**src/rtl/seg7_multidigit_driver.sv**
```systemverilog
// Multi-digit active-low seven-segment driver.
// Shows a WIDTH-bit value on NDIGITS displays in hex or in decimal. Decimal
// digits come from an iterative double-dabble conversion, one input bit per
// cycle. Also provides leading-zero blanking, an overflow indication (all
// dashes) and whole-display blinking.
module seg7_multidigit_driver #(
  parameter int WIDTH     = 16,
  parameter int NDIGITS   = 4,
  parameter int BLINK_DIV = 25000000
) (
  input  logic                   i_clock,
  input  logic                   i_resetn,
  input  logic                   i_load,
  input  logic [WIDTH-1:0]       i_value,
  input  logic                   i_decimal,
  input  logic                   i_blank_zeros,
  input  logic                   i_blink,
  output logic                   o_busy,
  output logic                   o_done,
  output logic                   o_overflow,
  output logic [7*NDIGITS-1:0]   o_hex
);

  localparam int BCDW = 4 * NDIGITS;
  localparam int HEXW = 7 * NDIGITS;
  localparam int CNTW = $clog2(WIDTH + 1);
  localparam int BLW  = $clog2(BLINK_DIV);

  localparam logic [CNTW-1:0] CNT_LOAD   = CNTW'(WIDTH);
  localparam logic [CNTW-1:0] CNT_LAST   = CNTW'(1);
  localparam logic [BLW-1:0]  BLINK_LAST = BLW'(BLINK_DIV - 1);

  // Glyphs in bus order: bit i = segment i (bit 0 = a, bit 6 = g), 0 = lit.
  localparam logic [6:0] GLYPH_BLANK = 7'b1111111;
  localparam logic [6:0] GLYPH_DASH  = 7'b0111111;

  typedef enum logic [1:0] {
    S_IDLE,
    S_CONVERT,
    S_UPDATE
  } state_t;

  // Reverse a glyph written in a..g reading order into bus order.
  function automatic logic [6:0] abcdefg_to_bus(input logic [6:0] abcdefg);
    logic [6:0] bus;
    for (int i = 0; i < 7; i++) begin
      bus[i] = abcdefg[6-i];
    end
    return bus;
  endfunction

  // Hex glyph lookup; literals are written a..g so they read like a datasheet.
  function automatic logic [6:0] seg_glyph(input logic [3:0] digit);
    logic [6:0] abcdefg;
    case (digit)
      4'h0:    abcdefg = 7'b0000001;
      4'h1:    abcdefg = 7'b1001111;
      4'h2:    abcdefg = 7'b0010010;
      4'h3:    abcdefg = 7'b0000110;
      4'h4:    abcdefg = 7'b1001100;
      4'h5:    abcdefg = 7'b0100100;
      4'h6:    abcdefg = 7'b0100000;
      4'h7:    abcdefg = 7'b0001111;
      4'h8:    abcdefg = 7'b0000000;
      4'h9:    abcdefg = 7'b0001100;
      4'hA:    abcdefg = 7'b0001000;
      4'hB:    abcdefg = 7'b1100000;
      4'hC:    abcdefg = 7'b0110001;
      4'hD:    abcdefg = 7'b1000010;
      4'hE:    abcdefg = 7'b0110000;
      default: abcdefg = 7'b0111000;
    endcase
    return abcdefg_to_bus(abcdefg);
  endfunction

  state_t            r_state;
  state_t            w_state_next;
  logic              w_busy;
  logic              w_capture;
  logic              w_update;

  logic [BCDW-1:0]   r_bcd;
  logic [WIDTH-1:0]  r_shift;
  logic [CNTW-1:0]   r_cnt;
  logic              r_ovf_sticky;
  logic              r_blank_zeros;

  logic [HEXW-1:0]   r_pattern;
  logic              r_overflow;
  logic              r_done;

  logic [BLW-1:0]    r_blink_cnt;
  logic              r_phase_on;

  logic [BCDW-1:0]   w_hex_digits;
  logic              w_hex_ovf;
  logic [BCDW-1:0]   w_bcd_adj;
  logic [NDIGITS-1:0] w_blank_mask;
  logic [HEXW-1:0]   w_pattern_new;

  // Hex mode digits: the value's nibbles, zero-extended to the display width.
  generate
    for (genvar gi = 0; gi < BCDW; gi++) begin : g_hex_bits
      if (gi < WIDTH) begin : g_src
        assign w_hex_digits[gi] = i_value[gi];
      end else begin : g_pad
        assign w_hex_digits[gi] = 1'b0;
      end
    end
    if (WIDTH > BCDW) begin : g_hex_ovf
      assign w_hex_ovf = |i_value[WIDTH-1:BCDW];
    end else begin : g_hex_no_ovf
      assign w_hex_ovf = 1'b0;
    end
  endgenerate

  // Double-dabble correction: every BCD digit of 5 or more gets 3 added.
  generate
    for (genvar gi = 0; gi < NDIGITS; gi++) begin : g_adj
      assign w_bcd_adj[4*gi +: 4] = (r_bcd[4*gi +: 4] >= 4'd5) ?
                                    (r_bcd[4*gi +: 4] + 4'd3) : r_bcd[4*gi +: 4];
    end
  endgenerate

  // State register.
  always_ff @(posedge i_clock) begin
    if (!i_resetn) begin
      r_state <= S_IDLE;
    end else begin
      r_state <= w_state_next;
    end
  end

  // Next-state logic and control strobes.
  always_comb begin
    w_state_next = r_state;
    w_busy       = 1'b0;
    w_capture    = 1'b0;
    w_update     = 1'b0;
    case (r_state)
      S_IDLE: begin
        if (i_load) begin
          w_capture    = 1'b1;
          w_state_next = i_decimal ? S_CONVERT : S_UPDATE;
        end
      end
      S_CONVERT: begin
        w_busy = 1'b1;
        if (r_cnt == CNT_LAST) begin
          w_state_next = S_UPDATE;
        end
      end
      S_UPDATE: begin
        w_busy       = 1'b1;
        w_update     = 1'b1;
        w_state_next = S_IDLE;
      end
      default: begin
        w_state_next = S_IDLE;
      end
    endcase
  end

  // Capture a request and run the bit-serial binary-to-BCD conversion.
  always_ff @(posedge i_clock) begin
    if (!i_resetn) begin
      r_bcd         <= '0;
      r_shift       <= '0;
      r_cnt         <= '0;
      r_ovf_sticky  <= 1'b0;
      r_blank_zeros <= 1'b0;
    end else if (w_capture) begin
      r_blank_zeros <= i_blank_zeros;
      if (i_decimal) begin
        r_bcd        <= '0;
        r_shift      <= i_value;
        r_cnt        <= CNT_LOAD;
        r_ovf_sticky <= 1'b0;
      end else begin
        r_bcd        <= w_hex_digits;
        r_ovf_sticky <= w_hex_ovf;
      end
    end else if (r_state == S_CONVERT) begin
      // A set top bit after correction would be shifted out: too many digits.
      if (w_bcd_adj[BCDW-1]) begin
        r_ovf_sticky <= 1'b1;
      end
      r_bcd   <= {w_bcd_adj[BCDW-2:0], r_shift[WIDTH-1]};
      r_shift <= {r_shift[WIDTH-2:0], 1'b0};
      r_cnt   <= r_cnt - CNT_LAST;
    end
  end

  // Leading-zero mask: a digit blanks when it and all digits above are zero.
  always_comb begin
    logic zero_run;
    w_blank_mask = '0;
    zero_run     = 1'b1;
    for (int k = NDIGITS - 1; k >= 0; k--) begin
      zero_run        = zero_run && (r_bcd[4*k +: 4] == 4'd0);
      w_blank_mask[k] = r_blank_zeros && zero_run && (k != 0);
    end
  end

  // Per-digit glyph selection for the pattern about to be committed.
  generate
    for (genvar gi = 0; gi < NDIGITS; gi++) begin : g_glyph
      assign w_pattern_new[7*gi +: 7] = r_ovf_sticky      ? GLYPH_DASH  :
                                        w_blank_mask[gi]  ? GLYPH_BLANK :
                                        seg_glyph(r_bcd[4*gi +: 4]);
    end
  endgenerate

  // Commit the pattern and overflow flag, and pulse Done, in UPDATE.
  always_ff @(posedge i_clock) begin
    if (!i_resetn) begin
      r_pattern  <= '1;
      r_overflow <= 1'b0;
      r_done     <= 1'b0;
    end else begin
      r_done <= w_update;
      if (w_update) begin
        r_pattern  <= w_pattern_new;
        r_overflow <= r_ovf_sticky;
      end
    end
  end

  // Free-running blink divider; phase flips each time the counter wraps.
  always_ff @(posedge i_clock) begin
    if (!i_resetn) begin
      r_blink_cnt <= '0;
      r_phase_on  <= 1'b1;
    end else if (r_blink_cnt == BLINK_LAST) begin
      r_blink_cnt <= '0;
      r_phase_on  <= ~r_phase_on;
    end else begin
      r_blink_cnt <= r_blink_cnt + BLW'(1);
    end
  end

  assign o_hex      = (i_blink && !r_phase_on) ? '1 : r_pattern;
  assign o_busy     = w_busy;
  assign o_done     = r_done;
  assign o_overflow = r_overflow;

endmodule

```
**config.mk**
```make
export PLATFORM = sky130hd
export DESIGN_NAME = seg7_multidigit_driver
export DESIGN_NICKNAME = d
export VERILOG_FILES = /design/src/rtl/seg7_multidigit_driver.sv
export SDC_FILE = /design/constraint.sdc
export NUM_CORES = 1
export LEC_CHECK = 0
export CAP_MARGIN = 20
export CORE_MARGIN = 5
export CORE_UTILIZATION = 63
export CTS_CLUSTER_DIAMETER = 200
export DETAILED_ROUTE_END_ITERATION = 10
export MAX_ROUTING_LAYER = met4
export PLACE_DENSITY = 0.95
export SLEW_MARGIN = 20
export SYNTH_ARGS = -nofsm -noshare
export SYNTH_HDL_FRONTEND = slang
export SYNTH_SLANG_ARGS = --single-unit
```
**constraint.sdc**
```tcl
create_clock -name i_clock -period 5.15 [get_ports i_clock]
set_clock_uncertainty 0.1 [all_clocks]
set_input_delay 0.515 -clock i_clock [delete_from_list [all_inputs] [get_ports i_clock]]
set_output_delay 0.515 -clock i_clock [all_outputs]
set_load 0.05 [all_outputs]
```
# Word-level counts from Yosys, hierarchy flattened
# Memories as Yosys holds them, arrays and structs flattened. A register that Yosys moved wholly into a read port is not among the register bits.
# Cells that the tools add are included.
# W data, S select, Z words.
[word_totals]
ff_bits = 97
mem_bits_ro = 448
inputBits = 22
mem_count = 4
[memory_table]
columns = ["memory", "words", "word_bits", "rd", "rd_clocked_by_memory_dff", "wr", "line", "rtl"]
rows = [
  ["(name not given)", 16, 7, 1, 1, 0, "55", "case (digit)"],
  ["(name not given)", 16, 7, 1, 1, 0, "55", ""],
  ["(name not given)", 16, 7, 1, 1, 0, "55", ""],
  ["(name not given)", 16, 7, 1, 1, 0, "55", ""],
]
[op_classes]
n_addsub = 6
n_lt_le_gt_ge = 4
n_eq_ne = 7
n_mux = 37
bitwise = 2
reduce_logical = 18
[ops]
columns = ["operator", "n"]
rows = [
  ["$mux W16", 6],
  ["$mux W7", 7],
  ["$mux W4", 12],
  ["$mux W28", 1],
  ["$add A25 B1 Y25 const B", 1],
  ["$eq A25 B25 Y1 const B", 1],
  ["$add A4 B2 Y4 const B", 4],
  ["$ge A4 B3 Y1 const B", 4],
  ["$mux W5", 3],
  ["$logic_not A4 Y1", 3],
  ["$logic_and A1 B1 Y1", 6],
  ["$mux W2", 3],
  ["$ne A2 B2 Y1 const B", 3],
  ["$reduce_and A2 Y1", 3],
  ["$reduce_or A2 Y1", 3],
  ["$eq A5 B1 Y1 const B", 1],
  ["$sub A5 B1 Y5 const B", 1],
  ["$mux W1", 4],
  ["$pmux W2 S2", 1],
  ["$eq A2 B1 Y1 const B", 1],
  ["$eq A2 B2 Y1 const B", 1],
  ["$logic_not A2 Y1", 1],
  ["$not A1 Y1", 2],
  ["$reduce_bool A2 Y1", 1],
  ["$logic_not A1 Y1", 1],
]

# Longest topological paths before layout
# Gate-level depths: netlist of the first run.
[logic_depth]
depth_word = 6
mapped_depth = 14
mapped_depth_nobuf = 13

# Worst setup path after synthesis of the first run
# Ideal clock, no wire load.
[synth_path]
kind = "register to register"
startpoint = "register r_state[1]"
endpoint = "register with a tool-made name"
setup_ps = 129
t_arrival_ps = 2707
path_slack_ps = 2213
stages_incl_launch_ff = 15
n_path_buf = 3
synth_period_minus_slack_ps = 2937
cell_sequence = "dfxtp_1 > inv_1 > ha_1 > buf_2 > buf_4 > buf_4 > o21ai_0 > a21oi_1 > nor3_1 > inv_1 > ha_1 > inv_1 > or3_1 > o31ai_1 > a311oi_1"
[synth_lines]
columns = ["element", "line", "rtl"]
rows = [
  ["start, declared", "76", "state_t r_state;"],
  ["start signal, assigned", "130", "r_state <= w_state_next;"],
]

==> flow_summary_export.csv, run 1 <==
group,metric,value,unit
yosys,syn_area,6400,µm²
routing,finalWirelength,16700,µm
timing,slew_headroom,0.363,
yosys,ys_types,70,
critical_path,critical_path_required,5.44,ns
clock_network,htree_num_levels,4,
floorplan,core,9860,µm²
layout,diodes,0,
placement,place_ws,1.46,ns
routing,vias,5849,
clock_network,clk_latency,0.54,ns
yosys,synthCells,756,
global_routing,grtUsageTotal,0.280,
timing,final.setup.tns,0,ns
placement,port_buffers,52,
power_and_ir_drop,ir_drop,0.306,mV
clock_network,numCtsBuffers,17,
clock_network,clk_pin_slew,0.06,ns
clock_network,postCtsSetupBuffers,0,
timing,rsz0062_at_grt,"false",
routing,routedWlPerCell,17.8,µm
power_and_ir_drop,cellLeakagePower,0.00283,µW
timing,holdWs,0.350,ns
outcome,status,"complete, no violations",
clock_network,cts_tree,"built",
global_routing,grt_pass1_wl,27400,µm
global_routing,grt_pass1_vias,5769,
timing,layout_setup_ws,1.83,ns
critical_path,start_kind,"flop",
routing,vias_per_cell,6.23,
routing,drt_pass1_iterations,6,
clock_network,cts_resized,0,
clock_network,cts.path.max_buffers,2,
worst_hold_path,hp-start,"r_blink_cnt[0]$_SDFF_PP0_",
clock_network,clkSinkCount,125,
yosys,synthArstFlopShare,0,
run,maxCapViolCount,0,
routing,highest_layer,"met4",
power_and_ir_drop,power-per-cell-area,398,nW/µm²
routing,ant_nets,0,
critical_path,critPathSlowestCell,"nor3_1",
floorplan,std_cell_rows,36,
routing,initialDrtViolationCount,647,
placement,globalplace.congestion,0.947,
yosys,ys_seq_area_frac,0.391,
worst_hold_path,holdPathEnd,"r_blink_cnt[0]$_SDFF_PP0_",
routing,route.met2.wl,8010,µm
yosys,yosysMostFrequentCell,"dfxtp_1",
timing,fin_crit_sh,0.645,
timing,drv_slew,0,
yosys,synth_ff_type,"dfxtp_1",
critical_path,worst-path-max-fanout,6,
yosys,netlist.area_leader.share,0.391,
floorplan,pin_count,53,
critical_path,critPathCaptureType,"flop",
timing,finalSetupViolCount,0,
critical_path,crit_chain,"inv_1, ha_1, nand2b_1, a21oi_1, xnor2_1, a21oi_1, nor3_1, inv_1, ha_1, inv_1, or3_1, o31ai_1, a311oi_1",
yosys,syn-num-nets,819,
routing,wl_met1,6680,µm
yosys,synth-edff-count,0,
layout,layout.nets,856,
layout,area_growth_syn_to_layout,16.8,%
worst_hold_path,hold_class,"reg2reg",
global_routing,grt_start_max_net_pins,45,
critical_path,path_common_cell,"inv_1",
floorplan,die-area,12300,µm²
yosys,synthTopCellsByArea,"dfxtp_1, ha_1, nand2_1",
global_routing,gr-total-overflow,0,
floorplan,die_h,111,µm
yosys,ys_seq_elements,125,
clock_network,hold_buffers,0,
yosys,yosysWarnings,0,
routing,drc_errors,0,
critical_path,rr_startpoint,"r_bcd[1]$_SDFFE_PN0N_",
worst_hold_path,hold_path_depth,1,
placement,dp_hpwl,10700,µm
yosys,synth.top_cells.by_count,"dfxtp_1, nand2_1, nor2_1, inv_1, ha_1",
routing,route.met3.wl,1380,µm
layout,drive_gt1_frac,0.0931,
floorplan,start_util,0.649,
floorplan,die_x,111,µm
timing,layout_min_cycle_time,3.32,ns
critical_path,worstPathArrival,3.62,ns
critical_path,slowest_delay,0.56,ns
timing,max_freq,0.301,GHz
critical_path,r2r_cells,13,
timing,final_hold_viol_count,0,
critical_path,critPathKind,"reg2reg",
critical_path,r2r_slack,1.83,ns
yosys,yosysTopAreaCell,"dfxtp_1",
global_routing,antenna_found_initial,0,
clock_network,cts-root-buf,"clkbuf_8",
yosys,postSynthAreaPerCell,8.47,µm²
timing,worst_pin_slew,0.942,ns
## cells by family (layout without fill, tap and decap cells)
logic type               count (synthesis)  after routing  share of synthesized area
AND/OR/NAND/NOR                        292            292                      0.216
AO/OA/AOI/OAI                          166            166                      0.186
flip-flops                             125            125                      0.391
buffers and inverters                   89            139                     0.0635
adder cells (fa/ha/maj)                 41             41                     0.0801
XOR/XNOR                                28             28                     0.0383
multiplexers                            15             15                     0.0250
## layer usage
layer	global-route usage	vias up
met5	-	-
met4	0.136	0
met3	0.0775	78
met2	0.449	357
met1	0.324	2701
li1	-	2713
## report_power, final
part / internal (µW) / total [µW] / switching (µW)
Sequential: 1080 / 1150 / 65.9
Clock: 675 / 1120 / 442
Combinational: 259 / 712 / 453
## cell type report
cell class                 instances  area, µm²
multi-input combinational        542       3510
inverter                          49        185
clock buffer                      22        463
clock inverter                    10       88.8
fill                             596       2390
sequential                       125       2500
tap                              133        166
timing repair buffer              58        566
## worst max-delay path: cells and delay by family, from the launching register on
| kind | cells | cell delay [ns] |
|---|---|---|
| compound gates | 4 | 0.54 |
| xor+xnor | 1 | 0.17 |
| fa+ha+maj | 2 | 0.64 |
| buf+inv | 3 | 0.38 |
| flops | 1 | 0.31 |
| simple gates | 3 | 1.03 |
## layout by cell type (no fill, tap or decap), types with 16 or more instances in the layout
master	Yosys	layout
inv_1	42	42
a21oi_1	28	27
xnor2_1	20	20
nand2b_1	38	37
nand3_1	20	20
nor2_1	74	74
o21ai_0	24	24
o22ai_1	29	29
ha_1	41	41
clkdlybuf4s50_1	0	52
dfxtp_1	125	125
a311oi_1	18	18
clkbuf_16	0	16
nand2_1	102	102
## how the worst max path moves through the flow
stage	start	end	slack, ns	cells past startpoint
floorplan	r_state[1]$_SDFFE_PN0P_	flop	2.21	14
global placement	i_load	flop	1.64	11
detailed placement	i_load	flop	1.46	10
CTS	i_blink	o_hex[24]	1.85	4
global route	r_bcd[1]$_SDFFE_PN0N_	flop	1.63	13
finish	r_bcd[1]$_SDFFE_PN0N_	flop	1.83	13
## per-stage QoR
stage / util / total power (µW) / cells / instance area (µm²)
2_1_floorplan: - / 1660 / 756 / 6400
3_3_place_gp: 0.701 / 1800 / 907 / 6920
3_5_place_dp: 0.701 / 1840 / 907 / 6920
4_1_cts: 0.757 / 2960 / 939 / 7470
5_1_grt: 0.758 / 3090 / 939 / 7480
6_report: 0.758 / 2980 / 939 / 7480
Power figures use the tool's default switching activity.
==> run 2: changes to the inputs <==
Settings changed: CORE_UTILIZATION 63 to 53, PLACE_DENSITY 0.95 to 0.86.
Clock period 5.15 ns to 3 ns, I/O delays scaled along.
==> run 2 against run 1 <==
  * Clock power up 88%
  * Clock-buffer cell count is 2 lower
  * Power grew 77%
  * Non-clock buffer count grew 22
  * Routed wire length shrank 14%
  * Sequential cell count unchanged
  * Worst setup slack got worse by 1.6 ns
  * Sequential power up 70%
  * Global-route usage down 6.6 points
  * Worst hold slack worse by 0.0017 ns
==> flow_summary_export.csv, run 2 (synthesis results as in run 1) <==
group,metric,value,unit
outcome,status,"complete, no violations",
layout,final_common_cell,"dfxtp_1",
timing,max_freq,0.359,GHz
critical_path,slowest_delay,0.38,ns
power_and_ir_drop,p_seq_frac,0.372,
layout,final_cell_mix,"dfxtp_1, nand2_1, nor2_1, buf_4, inv_1",
timing,layout_min_cycle_time,2.78,ns
power_and_ir_drop,cellLeakagePower,0.00297,µW
floorplan,die-area,14400,µm²
global_routing,grt_pass1_wl,24600,µm
floorplan,die_x,120,µm
critical_path,path_common_cell,"inv_1",
power_and_ir_drop,clkPwrFrac,0.400,
routing,finalWirelength,14300,µm
clock_network,htree_num_levels,4,
timing,rsz0062_at_grt,"false",
critical_path,start_kind,"flop",
placement,dp.cells,940,
critical_path,worstPathArrival,2.96,ns
floorplan,pin_count,53,
routing,ant_nets,0,
critical_path,r2r_slack,0.22,ns
critical_path,critPathSlowestCell,"ha_1",
placement,port_buffers,52,
power_and_ir_drop,switchingPower,1620,µW
power_and_ir_drop,combPwrFrac,0.228,
floorplan,std_cell_rows,40,
floorplan,core,11900,µm²
power_and_ir_drop,netSwitchingFraction,0.307,
floorplan,die_h,120,µm
critical_path,crit_chain,"inv_1, ha_1, nand2b_1, a21oi_1, xnor2_1, a21oi_1, nor3_1, inv_1, ha_1, inv_1, or3_1, o31ai_1, a311oi_1",
placement,dp_hpwl,10100,µm
critical_path,worst-path-max-fanout,5,
clock_network,cts-root-buf,"clkbuf_16",
power_and_ir_drop,p_int,3650,µW
layout,layout.nets,878,
power_and_ir_drop,power-per-cell-area,686,nW/µm²
layout,drive_gt1_frac,0.151,
timing,finalSetupViolCount,0,
timing,fin_crit_sh,0.928,
timing,drv_slew,0,
clock_network,clkSinkCount,125,
worst_hold_path,hold_class,"reg2reg",
routing,drt_pass1_iterations,5,
global_routing,grt_pass1_vias,5273,
floorplan,start_util,0.537,
layout,area_growth_syn_to_layout,19.7,%
timing,slew_headroom,0.471,
clock_network,cts_tree,"built",
layout,diodes,0,
layout,finish.utilization,0.644,
timing,worst_pin_slew,0.783,ns
global_routing,grt_start_max_net_pins,35,
power_and_ir_drop,ir_drop,0.406,mV
critical_path,crit_start,"r_bcd[1]$_SDFFE_PN0N_",
routing,vias_per_cell,5.61,
clock_network,cts.path.max_buffers,2,
critical_path,rr_startpoint,"r_bcd[1]$_SDFFE_PN0N_",
routing,routedWlPerCell,14.7,µm
global_routing,antenna_found_initial,0,
clock_network,clk_pin_slew,0.06,ns
global_routing,gr-total-overflow,0,
critical_path,critPathCaptureType,"flop",
placement,globalplace.congestion,0.908,
clock_network,numCtsBuffers,17,
run,maxCapViolCount,0,
timing,final.setup.tns,0,ns
critical_path,critPathKind,"reg2reg",
routing,initialDrtViolationCount,424,
timing,final_hold_viol_count,0,
routing,vias,5472,
critical_path,critical_path_required,3.18,ns
layout,final_cells,975,
clock_network,clk_latency,0.42,ns
global_routing,grtUsageTotal,0.214,
power_and_ir_drop,power,5260,µW
routing,drc_errors,0,
run 2: changes by cell type in the layout (fill, tap and decap cells not counted), sizes merged:
| cell | change |
|---|---|
| buf | +50 |
| clkdlybuf4s50 | -28 |
| bufinv | +2 |
| clkbuf | -2 |
| clkinvlp | -1 |
| inv | +1 |
run 2: path summary, 6_finish.rpt:
check / end / cells past startpoint
max: flop / 13
min: r_pattern[22]$_SDFFE_PN1P_ / 2
max reg2reg: flop / 13
min reg2reg: r_pattern[22]$_SDFFE_PN1P_ / 2
run 2: power by group through the flow:
stage                     clock (µW)  combinational, µW  sequential (µW)
after floorplan                    0                894             1960
after global placement             0               1150             1990
after detailed placement           0               1180             1990
after CTS                       2130               1190             1960
after global routing            2220               1320             1980
final                           2100               1200             1960
run 2: per-layer routing:
layer	up-vias	share of wire	track usage
met4	0	0.017	0.0773
li1	2748	-	-
met3	26	0.055	0.0561
met5	-	0	-
met1	2525	0.46	0.273
met2	173	0.46	0.331
run 2: critical path, delay by kind of cell, from the launching register on:
kind            cells  cell delay, ns
simple gates        3            0.69
fa+ha+maj           2            0.61
buf+inv             3            0.31
flops               1            0.31
xor+xnor            1            0.15
compound gates      4            0.48
run 2: timing repair:
action	in CTS	in global routing
endpoints found under the setup margin	0	7
hold endpoints to repair	0	0
gates resized for setup	0	3
hold buffers	0	0
setup buffers	0	3
run 2: metrics by stage:
step | instance area (µm²) | worst slack, ns | hold slack (ns)
after floorplan | 6400 | 0.0631 | 0.312
after global placement | 7020 | 0.185 | 0.326
after detailed placement | 7020 | 0.0915 | 0.339
after CTS | 7630 | 0.0685 | 0.344
after global routing | 7670 | 0.00294 | 0.374
final | 7670 | 0.216 | 0.348
run 2: area by class of cell:
cell class	instances	area, µm²
Timing Repair Buffer	80	673
Clock buffer	20	447
Multi-Input combinational cell	542	3510
Tap cell	147	184
Fill cell	1000	4250
Clock inverter	12	161
Inverter	49	185
Sequential cell	125	2500
